`src/rtl/hazard_ctrl.sv`:
```
// hazard_ctrl -- pipeline hazard detection and mult/div occupancy tracking.
//   clk        : rising-edge clock
//   reset      : synchronous active-high reset
//   ir_d/e/m   : instructions currently in the D, E and M stages
//   stall_f    : hold PC
//   stall_d    : hold F/D register
//   flush_e    : load a nop into the D/E register
//   md_start   : mult/div start pulse (combinational, md_op in E)
//   md_busy    : mult/div unit still computing (registered)
//   stall_cnt  : saturating count of stall cycles
module hazard_ctrl #(
  parameter int unsigned MULT_LAT = 5,
  parameter int unsigned DIV_LAT  = 10
) (
  input  logic        clk,
  input  logic        reset,
  input  logic [31:0] ir_d,
  input  logic [31:0] ir_e,
  input  logic [31:0] ir_m,
  output logic        stall_f,
  output logic        stall_d,
  output logic        flush_e,
  output logic        md_start,
  output logic        md_busy,
  output logic [31:0] stall_cnt
);

  localparam logic [5:0] OP_RTYPE = 6'h00;
  localparam logic [5:0] OP_LOAD  = 6'h23;
  localparam logic [5:0] OP_BEQ   = 6'h04;

  typedef enum logic {IDLE, BUSY} md_state_e;

  md_state_e   state_q, state_d;
  logic [3:0]  count_q, count_d;
  logic [31:0] stall_cnt_q, stall_cnt_d;

  logic [5:0] op_d, op_e, op_m, funct_d, funct_e;
  logic [4:0] rs_d, rt_d, rt_e, rd_e, rt_m;
  logic       rtype_d, rtype_e, load_e, load_m, beq_d;
  logic       md_op_d, md_op_e, hilo_op_d;
  logic       ld_haz, br_haz, md_haz, stall;

  always_comb begin
    op_d    = ir_d[31:26];
    op_e    = ir_e[31:26];
    op_m    = ir_m[31:26];
    rs_d    = ir_d[25:21];
    rt_d    = ir_d[20:16];
    rt_e    = ir_e[20:16];
    rd_e    = ir_e[15:11];
    rt_m    = ir_m[20:16];
    funct_d = ir_d[5:0];
    funct_e = ir_e[5:0];

    rtype_d   = (op_d == OP_RTYPE);
    rtype_e   = (op_e == OP_RTYPE);
    load_e    = (op_e == OP_LOAD);
    load_m    = (op_m == OP_LOAD);
    beq_d     = (op_d == OP_BEQ);
    md_op_d   = rtype_d && (funct_d[5:2] == 4'b0110);
    md_op_e   = rtype_e && (funct_e[5:2] == 4'b0110);
    hilo_op_d = (rtype_d && (funct_d[5:2] == 4'b0100)) || md_op_d;

    // A nop in D reads $0 only, so the rt/rd != 0 guards already
    // exclude it as a consumer; the explicit check just makes that obvious.
    ld_haz = (ir_d != '0) && load_e && (rt_e != '0) &&
             ((rt_e == rs_d) || (rt_e == rt_d));
    br_haz = beq_d &&
             ((rtype_e && (rd_e != '0) && ((rd_e == rs_d) || (rd_e == rt_d))) ||
              (load_m  && (rt_m != '0) && ((rt_m == rs_d) || (rt_m == rt_d))));

    md_start = md_op_e;
    md_busy  = (state_q == BUSY);
    md_haz   = hilo_op_d && (md_start || md_busy);

    stall   = ld_haz | br_haz | md_haz;
    stall_f = stall;
    stall_d = stall;
    flush_e = stall;
  end

  // Start reloads the counter even mid-operation; otherwise count down.
  always_comb begin
    count_d = count_q;
    if (md_start)
      count_d = funct_e[1] ? 4'(DIV_LAT) : 4'(MULT_LAT);
    else if (count_q != '0)
      count_d = count_q - 4'd1;
    state_d = (count_d != '0) ? BUSY : IDLE;

    stall_cnt_d = stall_cnt_q;
    if (stall && (stall_cnt_q != '1))
      stall_cnt_d = stall_cnt_q + 32'd1;
  end

  always_ff @(posedge clk) begin
    if (reset) begin
      state_q     <= IDLE;
      count_q     <= '0;
      stall_cnt_q <= '0;
    end else begin
      state_q     <= state_d;
      count_q     <= count_d;
      stall_cnt_q <= stall_cnt_d;
    end
  end

  assign stall_cnt = stall_cnt_q;

endmodule

```
`config.mk`:
```
export PLATFORM = sky130hd
export DESIGN_NAME = hazard_ctrl
export DESIGN_NICKNAME = d
export VERILOG_FILES = /design/src/rtl/hazard_ctrl.sv
export SDC_FILE = /design/constraint.sdc
export NUM_CORES = 1
export LEC_CHECK = 0
export BUFFER_PORTS_ARGS = -buffer_cell sky130_fd_sc_hd__buf_4
export CELL_PAD_IN_SITES_DETAIL_PLACEMENT = 0
export CELL_PAD_IN_SITES_GLOBAL_PLACEMENT = 1
export CORE_UTILIZATION = 31
export DETAILED_ROUTE_END_ITERATION = 6
export PLACE_DENSITY = 0.79
export SYNTH_ARGS = -nofsm -noshare
export SYNTH_HDL_FRONTEND = slang
export SYNTH_SLANG_ARGS = --single-unit
export TNS_END_PERCENT = 30
```
`constraint.sdc`:
```
create_clock -name clk -period 2.83 [get_ports clk]
set_input_delay 0.4245 -clock clk [delete_from_list [all_inputs] [get_ports clk]]
set_output_delay 0.4245 -clock clk [all_outputs]
set_load 0.03 [all_outputs]
```
[Word-level counts from Yosys, hierarchy flattened]
Index checks and enable logic that the tools add are counted.
Word-level totals
  register bits after elaboration: 37
  output and inout bits: 37
  logic and storage cells: 51
Cells by class
  $add $sub $neg: 2
  equal/unequal tests: 13
  multiplexer cells: 4
  bitwise gates (word level): 2
  reductions and logical operators: 27
Operators with widths (count)
  32-bit by 1-bit adder with 32-bit output (second input constant): 1
  32-bit != test (second input constant): 1
  32-bit nonzero test: 1
  5-bit equality test: 6
  5-bit nonzero test: 3
  1-bit logical AND: 13
  4-bit by 3-bit equality test with 1-bit output (second input constant): 3
  6-bit equality test (second input constant): 2
  6-bit zero test: 2
  4-bit two-way mux: 3
  4-bit nonzero test: 2
  6-bit by 3-bit equality test with 1-bit output (second input constant): 1
  1-bit logical OR: 6
  4-bit by 1-bit subtractor with 4-bit output (second input constant): 1
  1-bit bitwise OR: 2
  1-bit two-way mux: 1

[Depth between registers and ports, before layout]
Gate-level depths: netlist (run 1).
  word-level depth: 8
  depth in mapped cells: 10

[Least setup slack after synthesis (run 1)]
Ideal clock, no wire load.
  path type: input to output
  start: input port ir_e[29]
  end: output port stall_d
  data arrival time: 2.288 ns
  required time: 2.406 ns
  slack: 0.117 ns
  cell stages on the path: 8
  buffers on the path: 1
  path through: or3_4 nor4_4 nand2_1 inv_1 nor2_1 o311a_4 inv_1 buf_4
RTL lines
  from (decl): RTL line 18  | input logic [31:0] ir_e,
  6-bit zero test: RTL line 57  | rtype_e = (op_e == OP_RTYPE);
  1-bit logical AND: RTL line 62  | md_op_e = rtype_e && (funct_e[5:2] == 4'b0110);
  named net md_start: RTL line 23  | output logic md_start,
  1-bit logical OR: RTL line 75  | md_haz = hilo_op_d && (md_start || md_busy);
  1-bit logical AND: RTL line 75
  1-bit bitwise OR: RTL line 77  | stall = ld_haz | br_haz | md_haz;
  to (decl): RTL line 21  | output logic stall_d,
The timed path passes the listed nets, and every way through them passes these cells.

[Worst setup path in the final report (run 1)]
  start: input port ir_e[29]
  end: output port stall_f
On the way
  cells in the longest elaborated chain, start to end: 7
Ends and longest elaborated chain
  6-bit zero test: RTL line 57
  1-bit logical AND (2 in series): RTL line 70  | ((rtype_e && (rd_e != '0) && ((rd_e == rs_d) || (rd_e == rt_d))) ||
  1-bit logical OR: RTL line 70
  1-bit logical AND: RTL line 69  | br_haz = beq_d &&
  1-bit bitwise OR: RTL line 77
  1-bit bitwise OR (*): RTL line 77
  to (decl): RTL line 20  | output logic stall_f,
Mark *: on every way between the ends. The rest lies on a longest branch, timed or not.

==> results of run 1 <==
==> sequential cells by signal, indices dropped and copies added, names as in the netlist <==
signal,flops
count_q,4
md_busy,1
stall_cnt,32
==> layout make-up <==
class,count,share of cell area (%)
Multi-Input combinational cell,248,47.6
Timing Repair Buffer,104,23.4
Sequential cell,37,21.8
Tap cell,102,3.76
Clock buffer,6,2.14
Inverter,10,1.10
Clock inverter,2,0.295
==> cells in the mapped netlist, types with 9 or more instances <==
cell      count  area, um2
or3_1        11       68.8
nor2b_1      10       62.6
mux2_2       10        113
xnor2_1      25        219
dfxtp_1      37        741
clkbuf_1     12       45.0
inv_1        10       37.5
a21oi_1      23        115
nor3_1       16       80.1
o21ai_0      15       75.1
nor2_1       24       90.1
or4_1         9       67.6
nand2_1      12       45.0
nand3_1      20        100
nand4_1      15       93.8
==> where the power goes <==
group	switching [uW]	internal (uW)	leakage, uW	total, uW
logic	165	158	0.000982	323
registers	16.6	548	0.000299	565
clock network	201	171	0.0000450	372
total	382	877	0.00133	1260
==> metal layers <==
metal	up-vias	routed length, um	global-route usage [%]
met5	-	0	0
met4	0	89	5.82
met3	8	473	4.36
met2	90	3130	26.1
met1	1204	3300	21.9
li1	1337	-	-
==> stage by stage <==
stage | std cells | cell area, um2 | util, % | hold slack, ns
floorplan | 310 | 2460 | - | 0.511
global route | 509 | 3400 | 44.0 | 0.479
global placement | 501 | 3310 | 42.9 | 0.473
detailed placement | 501 | 3310 | 42.9 | 0.483
finish | 509 | 3400 | 44.0 | 0.469
CTS | 509 | 3400 | 44.0 | 0.463
==> worst reg2reg max path, cell delays in order, from the launching register on <==
cell and delay, ns:
dfxtp_1 0.45, nand4_1 0.19, nor3_1 0.21, buf_4 0.17, and3_1 0.24, nand3_1 0.23
o21ai_0 0.24, buf_4 0.16, nor3b_1 0.05, mux2_2 0.26
==> worst min path at each step <==
stage               slack (ns)     startpoint  cells past startpoint             to
floorplan                 0.51     count_q[1]                      2        md_busy
global placement          0.47  stall_cnt[28]                      2  stall_cnt[28]
detailed placement        0.48  stall_cnt[28]                      2  stall_cnt[28]
CTS                       0.46        ir_e[1]                      4     count_q[0]
global route              0.48        ir_e[1]                      4     count_q[2]
finish                    0.47        ir_e[1]                      4     count_q[0]
==> cells by family after synthesis <==
logic type	share of synthesized area (%)
buffers and inverters	4.42
DFF	30.1
adders and majority gates	1.02
and+or+nand+nor	34.1
muxes	4.57
AOI/OAI and AO/OA	14.9
xor gates and xnor gates	11.0
==> flow_metrics.env, run 1 <==
export IMPL_ant_nets=0
export IMPL_synth_seq_cells=37
export IMPL_die_w_um=91.2
export IMPL_cts_root_buf="clkbuf_8"
export IMPL_cts_buffer_depth=2
export IMPL_crit_path_max_incr_delay_ns=0.40
export IMPL_setup_viol=0
export IMPL_rr_endpoint="stall_cnt[21]"
export IMPL_crit_top_cell="buf_4"
export IMPL_layout_commonest_cell="buf_4"
export IMPL_cp_num_buf_inv=3
export IMPL_postCtsSetupBuffers=0
export IMPL_ctsResizeCount=0
export IMPL_port_buffers=89
export IMPL_synth_seq_area_share_pct=30.1
export IMPL_powerDensity_mw_per_mm2=371
export IMPL_num_rows=32
export IMPL_crit_end="stall_f"
export IMPL_wl_um=6990
export IMPL_reg2reg_depth=9
export IMPL_worstPathArrival_ns=2.23
export IMPL_hold_buffers=0
export IMPL_avgSynthCellArea_um2=7.95
export IMPL_path_cells="buf_4, or3_4, nor4_4, o21ai_1, a2111o_1, o311a_4, inv_1, buf_4"
export IMPL_worstPathRequired_ns=2.41
export IMPL_tightest_slew_ns=0.472
export IMPL_r2r_start="stall_cnt[6]"
export IMPL_avgViaCountPerCell=5.18
export IMPL_ios=135
export IMPL_synth_cell_types=43
export IMPL_maxSlewHeadroom_pct=68.5
export IMPL_regArea_um2=741
export IMPL_slew_violations=0
export IMPL_cp_depth=8
export IMPL_cp_startpoint="ir_e[29]"
export IMPL_synthFlopType="dfxtp_1"
export IMPL_antennaDiodeCount=0
export IMPL_drt_pass1_iter_count=4
export IMPL_dpl_hpwl_um=5220
export IMPL_cp_end_kind="primary output"
export IMPL_antenna_found_initial=0
export IMPL_gp_congestion=0.835
export IMPL_die_h_um=91.2
export IMPL_critPathSlowestCell="or3_4"
export IMPL_core_mm2=0.00773
export IMPL_peakVddDrop_mv=0.217
export IMPL_drt_iter0_markers=95
export IMPL_pre_cts_ws_ns=0.0799
export IMPL_grt_max_degree=49
export IMPL_critPathMaxFanout=15
export IMPL_setup_tns_ns=0
export IMPL_grt_ovfl_total=0
export IMPL_finalClockSkew_ns=0.00513
export IMPL_areaGrowthSynthToFinish_pct=37.8
export IMPL_final_hold_violation_count=0
export IMPL_layout_drive_gt1_share_pct=31.0
export IMPL_fin_crit_ns=2.65
export IMPL_die_area_mm2=0.00831
export IMPL_grtUsageTotal_pct=16.6
export IMPL_grt_pass1_wl_um=11200
export IMPL_grt_setup_unrepaired="false"
export IMPL_route_detailed_drc=0
export IMPL_clk_latency_ns=0.29
export IMPL_htree_num_levels=2
export IMPL_path_delay_family="compound AO/OA/AOI/OAI gates"
export IMPL_syn_area_mm2=0.00246
export IMPL_hold_class="input port to register"
export IMPL_leakage_uw=0.00133
export IMPL_clock_sinks=37
export IMPL_max_freq_ghz=0.377
export IMPL_timing_critical_path_from_type="input port"
export IMPL_synth_edf_count=0
export IMPL_total_power_uw=1260
export IMPL_ys_warn_count=0
export IMPL_layout_setup_ws_ns=0.180
export IMPL_max_cap_violations=0
export IMPL_start_util_pct=31.9
export IMPL_multi_input_area_mm2=0.00162
export IMPL_wire_per_inst_um=13.7
export IMPL_synth_async_reset_ratio_pct=0
export IMPL_status="complete, no violations"
export IMPL_min_period_over_period_pct=93.7
export IMPL_vias=2639
export IMPL_nFillCells=778
export IMPL_first_global_vias=2306
export IMPL_r2r_slack_ns=0.52
export IMPL_path_clk_slew_ns=0.08
export IMPL_path_class="input port to primary output"
export IMPL_syn_inst=310
export IMPL_fin_nets=506
export IMPL_synthesis_nets=410
export IMPL_final_cell_mix="buf_4 (103), dfxtp_1 (37), xnor2_1 (25)"
export IMPL_cts_inserted_buffers=5
export IMPL_cts_tree="done"
No activity file was read; power rests on OpenSTA's default activity.
==> inputs of run 2 (changes only) <==
- ABC_AREA: unset -> 0
- CORE_UTILIZATION: 31 -> 32
- CTS_BUF_LIST: unset -> sky130_fd_sc_hd__clkbuf_8
- PLACE_DENSITY: 0.79 -> 0.81
==> run 2 against run 1 <==
Effect of this change: design area decreased by 1.0%; sequential share of layout area grew 0.23 points; power fell by 0.85%; die area is 3.1% lower; clock skew increased by 0.0017 ns; fmax fell by 0.87%; first-iteration DRC count decreased by 40%; wire length barely moved; critical path depth is the same; global-route usage up 0.58 points; utilization rose by 1.9 points; clock power is 3% lower; critical path type unchanged; largest cell class unchanged; highest routed layer unchanged.
==> flow_metrics.env, run 2 (synthesis gave the netlist of run 1 again) <==
export IMPL_layout_commonest_cell="buf_4"
export IMPL_fin_area_mm2=0.00336
export IMPL_core_mm2=0.00733
export IMPL_top_layer="met4"
export IMPL_postCtsSetupBuffers=0
export IMPL_fin_nets=503
export IMPL_clock_sinks=37
export IMPL_p_seq_share_pct=45.2
export IMPL_worstPathRequired_ns=2.41
export IMPL_cts_inserted_buffers=5
export IMPL_wire_per_inst_um=13.9
export IMPL_hold_class="input port to register"
export IMPL_p_int_uw=873
export IMPL_areaGrowthSynthToFinish_pct=36.4
export IMPL_place_area_mm2=0.00328
export IMPL_maxSlewHeadroom_pct=62.7
export IMPL_grt_pass1_wl_um=11500
export IMPL_wl_met2_um=3240
export IMPL_cp_end_kind="primary output"
export IMPL_drt_iter0_markers=57
export IMPL_grtUsageTotal_pct=17.2
export IMPL_htree_num_levels=2
export IMPL_min_period_over_period_pct=94.5
export IMPL_worstPathArrival_ns=2.25
export IMPL_status="complete, no violations"
export IMPL_grt_ovfl_total=0
export IMPL_final_hold_violation_count=0
export IMPL_die_h_um=89.8
export IMPL_vias=2654
export IMPL_route_detailed_drc=0
export IMPL_die_area_mm2=0.00806
export IMPL_regArea_um2=741
export IMPL_first_global_vias=2411
export IMPL_largest_reg_flops=32
export IMPL_cts_root_buf="clkbuf_8"
export IMPL_hold_buffers=0
export IMPL_grt_setup_unrepaired="false"
export IMPL_powerDensity_mw_per_mm2=371
export IMPL_cts_tree="done"
export IMPL_final_cell_mix="buf_4 (101), dfxtp_1 (37), xnor2_1 (25)"
export IMPL_dpl_hpwl_um=5210
export IMPL_path_clk_slew_ns=0.07
export IMPL_peakVddDrop_mv=0.203
export IMPL_wl_um=6990
export IMPL_p_switching_uw=376
export IMPL_gp_congestion=0.878
export IMPL_combinationalPowerShare_pct=25.9
export IMPL_start_util_pct=33.6
export IMPL_grt_max_degree=49
export IMPL_avgViaCountPerCell=5.28
export IMPL_multi_input_area_mm2=0.00162
export IMPL_leakage_uw=0.00130
export IMPL_r2r_slack_ns=0.32
export IMPL_timing_critical_path_from_type="input port"
export IMPL_antenna_found_initial=0
export IMPL_utilization_pct=45.9
export IMPL_fin_crit_ns=2.67
export IMPL_tightest_slew_ns=0.555
export IMPL_setup_viol=0
export IMPL_cts_buffer_depth=2
export IMPL_ios=135
export IMPL_layout_drive_gt1_share_pct=30.7
export IMPL_total_power_uw=1250
export IMPL_max_freq_ghz=0.374
export IMPL_clk_latency_ns=0.29
export IMPL_num_rows=31
export IMPL_antennaDiodeCount=0
export IMPL_port_buffers=89
export IMPL_p_sw_share_pct=30.1
export IMPL_ant_nets=0
export IMPL_path_class="input port to primary output"
export IMPL_wl_met3_um=509
export IMPL_critPathMaxFanout=21
export IMPL_max_cap_violations=0
export IMPL_slew_violations=0
export IMPL_drt_pass1_iter_count=4
export IMPL_die_w_um=89.8
export IMPL_clock_power_share_pct=28.9
export IMPL_wl_met1_um=3160
export IMPL_finalClockSkew_ns=0.00679
export IMPL_layout_setup_ws_ns=0.156
export IMPL_nFillCells=746
export IMPL_pre_cts_ws_ns=0.0683
export IMPL_setup_tns_ns=0
run 2: changes by cell type in the layout (fill, tap and decap cells not counted):
cell,delta
buf_4,-2
buf_12,-1
clkinvlp_4,+1
clkbuf_1,-1
run 2: path summary, 6_finish.rpt:
path | startpoint | to | depth (start not counted)
setup / recovery | ir_m[17] | stall_d | 8
hold / removal | ir_e[1] | count_q[2] | 4
setup reg to reg | stall_cnt[6] | stall_cnt[10] | 8
hold reg to reg | stall_cnt[28] | stall_cnt[28] | 2
run 2: area by class of cell:
type                            count  share of cell area (%)
Clock inverter                      3                   0.409
Multi-Input combinational cell    248                    48.0
Clock buffer                        5                    2.05
Timing Repair Buffer              101                    22.6
Inverter                           10                    1.23
Sequential cell                    37                    22.0
Tap cell                           99                    3.68
run 2: layer usage:
metal | GRT usage [%] | up-vias
li1 | - | 1329
met1 | 21.4 | 1222
met3 | 4.57 | 8
met4 | 4.51 | 0
met5 | 0 | -
met2 | 29.2 | 95
run 2: what timing repair did:
action / 4_1_cts / 5_1_grt
endpoints found under the hold margin: 0 / 0
setup endpoints to repair: 0 / 3
resized for setup: 0 / 1
run 2: worst max-delay path, cell delays in order:
cell	delay, ns
buf_4	0.13
or4_1	0.53
nor2_1	0.11
nor4_1	0.05
a32oi_1	0.19
o311a_4	0.39
clkinvlp_4	0.22
buf_4	0.21
run 2: power groups by stage:
| stage | Clock [uW] | Combinational [uW] | Sequential (uW) |
|---|---|---|---|
| after global routing | 401 | 361 | 568 |
| after floorplan | 0 | 190 | 588 |
| after CTS | 374 | 325 | 564 |
| final | 361 | 324 | 564 |
| after global placement | 0 | 316 | 576 |
| after detailed placement | 0 | 323 | 577 |
run 2: metrics by stage:
step	hold WS, ns	instances
after CTS	0.462	503
final	0.470	503
after global routing	0.480	503
after detailed placement	0.481	495
after global placement	0.472	495
after floorplan	0.511	310
==> inputs of run 3 (changes only) <==
- CELL_PAD_IN_SITES_DETAIL_PLACEMENT: 0 -> 1
- CELL_PAD_IN_SITES_GLOBAL_PLACEMENT: 1 -> 2
- CORE_UTILIZATION: 32 -> 24
- PLACE_DENSITY: 0.81 -> 0.8
==> run 3 against run 2 <==
Effect of this change: utilization decreased by 11 points; sequential cell count unchanged; first-iteration DRC count increased by 33%; power increased by 1.4%; largest power group unchanged; non-clock buffer count increased by 1; critical endpoint unchanged; register-to-register slack improved by 0.12 ns; sequential share of layout area decreased by 0.35 points; critical path depth unchanged; worst hold slack improved by 0.0029 ns.
==> flow_metrics.env, run 3 (synthesis gave the netlist of run 1 again) <==
export IMPL_gp_congestion=0.806
export IMPL_setup_tns_ns=0
export IMPL_placed_cells=530
export IMPL_hold_ws_ns=0.473
export IMPL_layout_drive_gt1_share_pct=30.7
export IMPL_rr_endpoint="stall_cnt[12]"
export IMPL_route_detailed_drc=0
export IMPL_p_seq_share_pct=44.7
export IMPL_ant_nets=0
export IMPL_worstHoldPathCells=3
export IMPL_maxSlewHeadroom_pct=66.8
export IMPL_first_global_vias=2660
export IMPL_cts_tree="done"
export IMPL_antenna_found_initial=0
export IMPL_start_util_pct=25.0
export IMPL_cp_end_kind="primary output"
export IMPL_port_buffers=89
export IMPL_crit_top_cell="buf_4"
export IMPL_cts_root_buf="clkbuf_8"
export IMPL_max_freq_ghz=0.375
export IMPL_die_w_um=103
export IMPL_path_class="input port to primary output"
export IMPL_grt_max_degree=49
export IMPL_fin_nets=504
export IMPL_clk_latency_ns=0.29
export IMPL_critPathMaxFanout=19
export IMPL_drt_pass1_iter_count=4
export IMPL_antennaDiodeCount=0
export IMPL_final_cell_mix="buf_4 (102), dfxtp_1 (37), xnor2_1 (25)"
export IMPL_utilization_pct=34.6
export IMPL_min_period_over_period_pct=94.2
export IMPL_avgViaCountPerCell=5.00
export IMPL_whs_endpoint="count_q[3]"
export IMPL_p_sw_share_pct=29.3
export IMPL_p_int_uw=896
export IMPL_r2r_slack_ns=0.44
export IMPL_status="complete, no violations"
export IMPL_core_mm2=0.00986
export IMPL_grt_setup_unrepaired="false"
export IMPL_nFillCells=1203
export IMPL_clock_sinks=37
export IMPL_leakage_uw=0.00130
export IMPL_areaGrowthSynthToFinish_pct=38.6
export IMPL_critPathSlowestCell="or4_1"
export IMPL_hold_path_startpoint="ir_e[1]"
export IMPL_worstPathArrival_ns=2.24
export IMPL_crit_path_max_incr_delay_ns=0.51
export IMPL_p_switching_uw=370
export IMPL_grtUsageTotal_pct=15.1
export IMPL_path_cells="buf_4, or4_1, nor2_1, nor4_1, a32oi_1, o311a_4, clkinvlp_4, buf_4"
export IMPL_peakVddDrop_mv=0.188
export IMPL_combinationalPowerShare_pct=25.7
export IMPL_dpl_hpwl_um=6170
export IMPL_final_hold_violation_count=0
export IMPL_reg2reg_depth=8
export IMPL_layout_commonest_cell="buf_4"
export IMPL_grt_pass1_wl_um=12500
export IMPL_htree_num_levels=2
export IMPL_grt_ovfl_total=0
export IMPL_vias=2683
export IMPL_hold_class="input port to register"
export IMPL_hold_buffers=0
export IMPL_setup_viol=0
export IMPL_cts_inserted_buffers=5
export IMPL_wl_um=7920
export IMPL_drt_iter0_markers=76
export IMPL_path_clk_slew_ns=0.07
export IMPL_ctsResizeCount=0
export IMPL_fin_crit_ns=2.67
export IMPL_tightest_slew_ns=0.498
export IMPL_die_area_mm2=0.0107
export IMPL_max_cap_violations=0
export IMPL_r2r_start="stall_cnt[0]"
export IMPL_fin_cells=537
export IMPL_die_h_um=103
export IMPL_clock_power_share_pct=29.5
export IMPL_postCtsSetupBuffers=0
export IMPL_powerDensity_mw_per_mm2=371
export IMPL_num_rows=36
export IMPL_wire_per_inst_um=14.8
export IMPL_largest_reg_flops=32
export IMPL_cts_buffer_depth=2
export IMPL_total_power_uw=1270
export IMPL_ios=135
export IMPL_finalClockSkew_ns=0.00450
export IMPL_worstPathRequired_ns=2.41
export IMPL_slew_violations=0
export IMPL_timing_critical_path_from_type="input port"
-- run 3: cell count changes in the layout (fill, tap and decap cells not counted) --
cell,delta
buf_4,+1
clkbuf_8,+1
clkinv_2,-2
-- run 3: per-stage QoR --
step	instance area, um2	setup slack (ns)
2_1_floorplan	2460	0.117
3_3_place_gp	3330	0.0338
3_5_place_dp	3330	-0.0130
4_1_cts	3410	0.0176
5_1_grt	3420	0.0399
6_report	3420	0.164
-- run 3: area by class of cell --
class / instances / area [um2] / area share, %
sequential: 37 / 741 / 21.7
multi-input combinational: 248 / 1620 / 47.3
tap: 133 / 166 / 4.87
timing repair buffer: 102 / 766 / 22.4
clock buffer: 6 / 82.6 / 2.42
clock inverter: 1 / 3.75 / 0.110
inverter: 10 / 41.3 / 1.21
-- run 3: critical path, delay by kind of cell --
kind | cells | cell delay (ns)
compound gates | 2 | 0.56
simple gates | 3 | 0.67
buf+inv | 3 | 0.57
-- run 3: worst max path at each step --
stage	start	end	slack (ns)	cells past startpoint
finish	ir_m[17]	stall_d	0.16	8
global route	ir_e[29]	flush_e	0.04	9
global placement	ir_e[29]	stall_cnt[20]	0.03	9
CTS	ir_e[29]	stall_d	0.02	8
floorplan	ir_e[29]	stall_d	0.12	8
detailed placement	ir_e[29]	stall_cnt[20]	-0.01	9
-- run 3: routing by layer --
layer	share of wire, %	wire, um	GRT usage [%]
met4	1.4	110	4.44
met5	0	0	0
met2	48	3790	27.4
met1	44	3470	17.9
met3	7.0	553	2.89
-- run 3: power groups by stage --
| stage | combinational [uW] | clock (uW) | sequential (uW) |
|---|---|---|---|
| final | 326 | 374 | 566 |
| after global routing | 368 | 415 | 571 |
| after CTS | 332 | 393 | 567 |
| after detailed placement | 330 | 0 | 579 |
| after global placement | 322 | 0 | 577 |
| after floorplan | 190 | 0 | 588 |
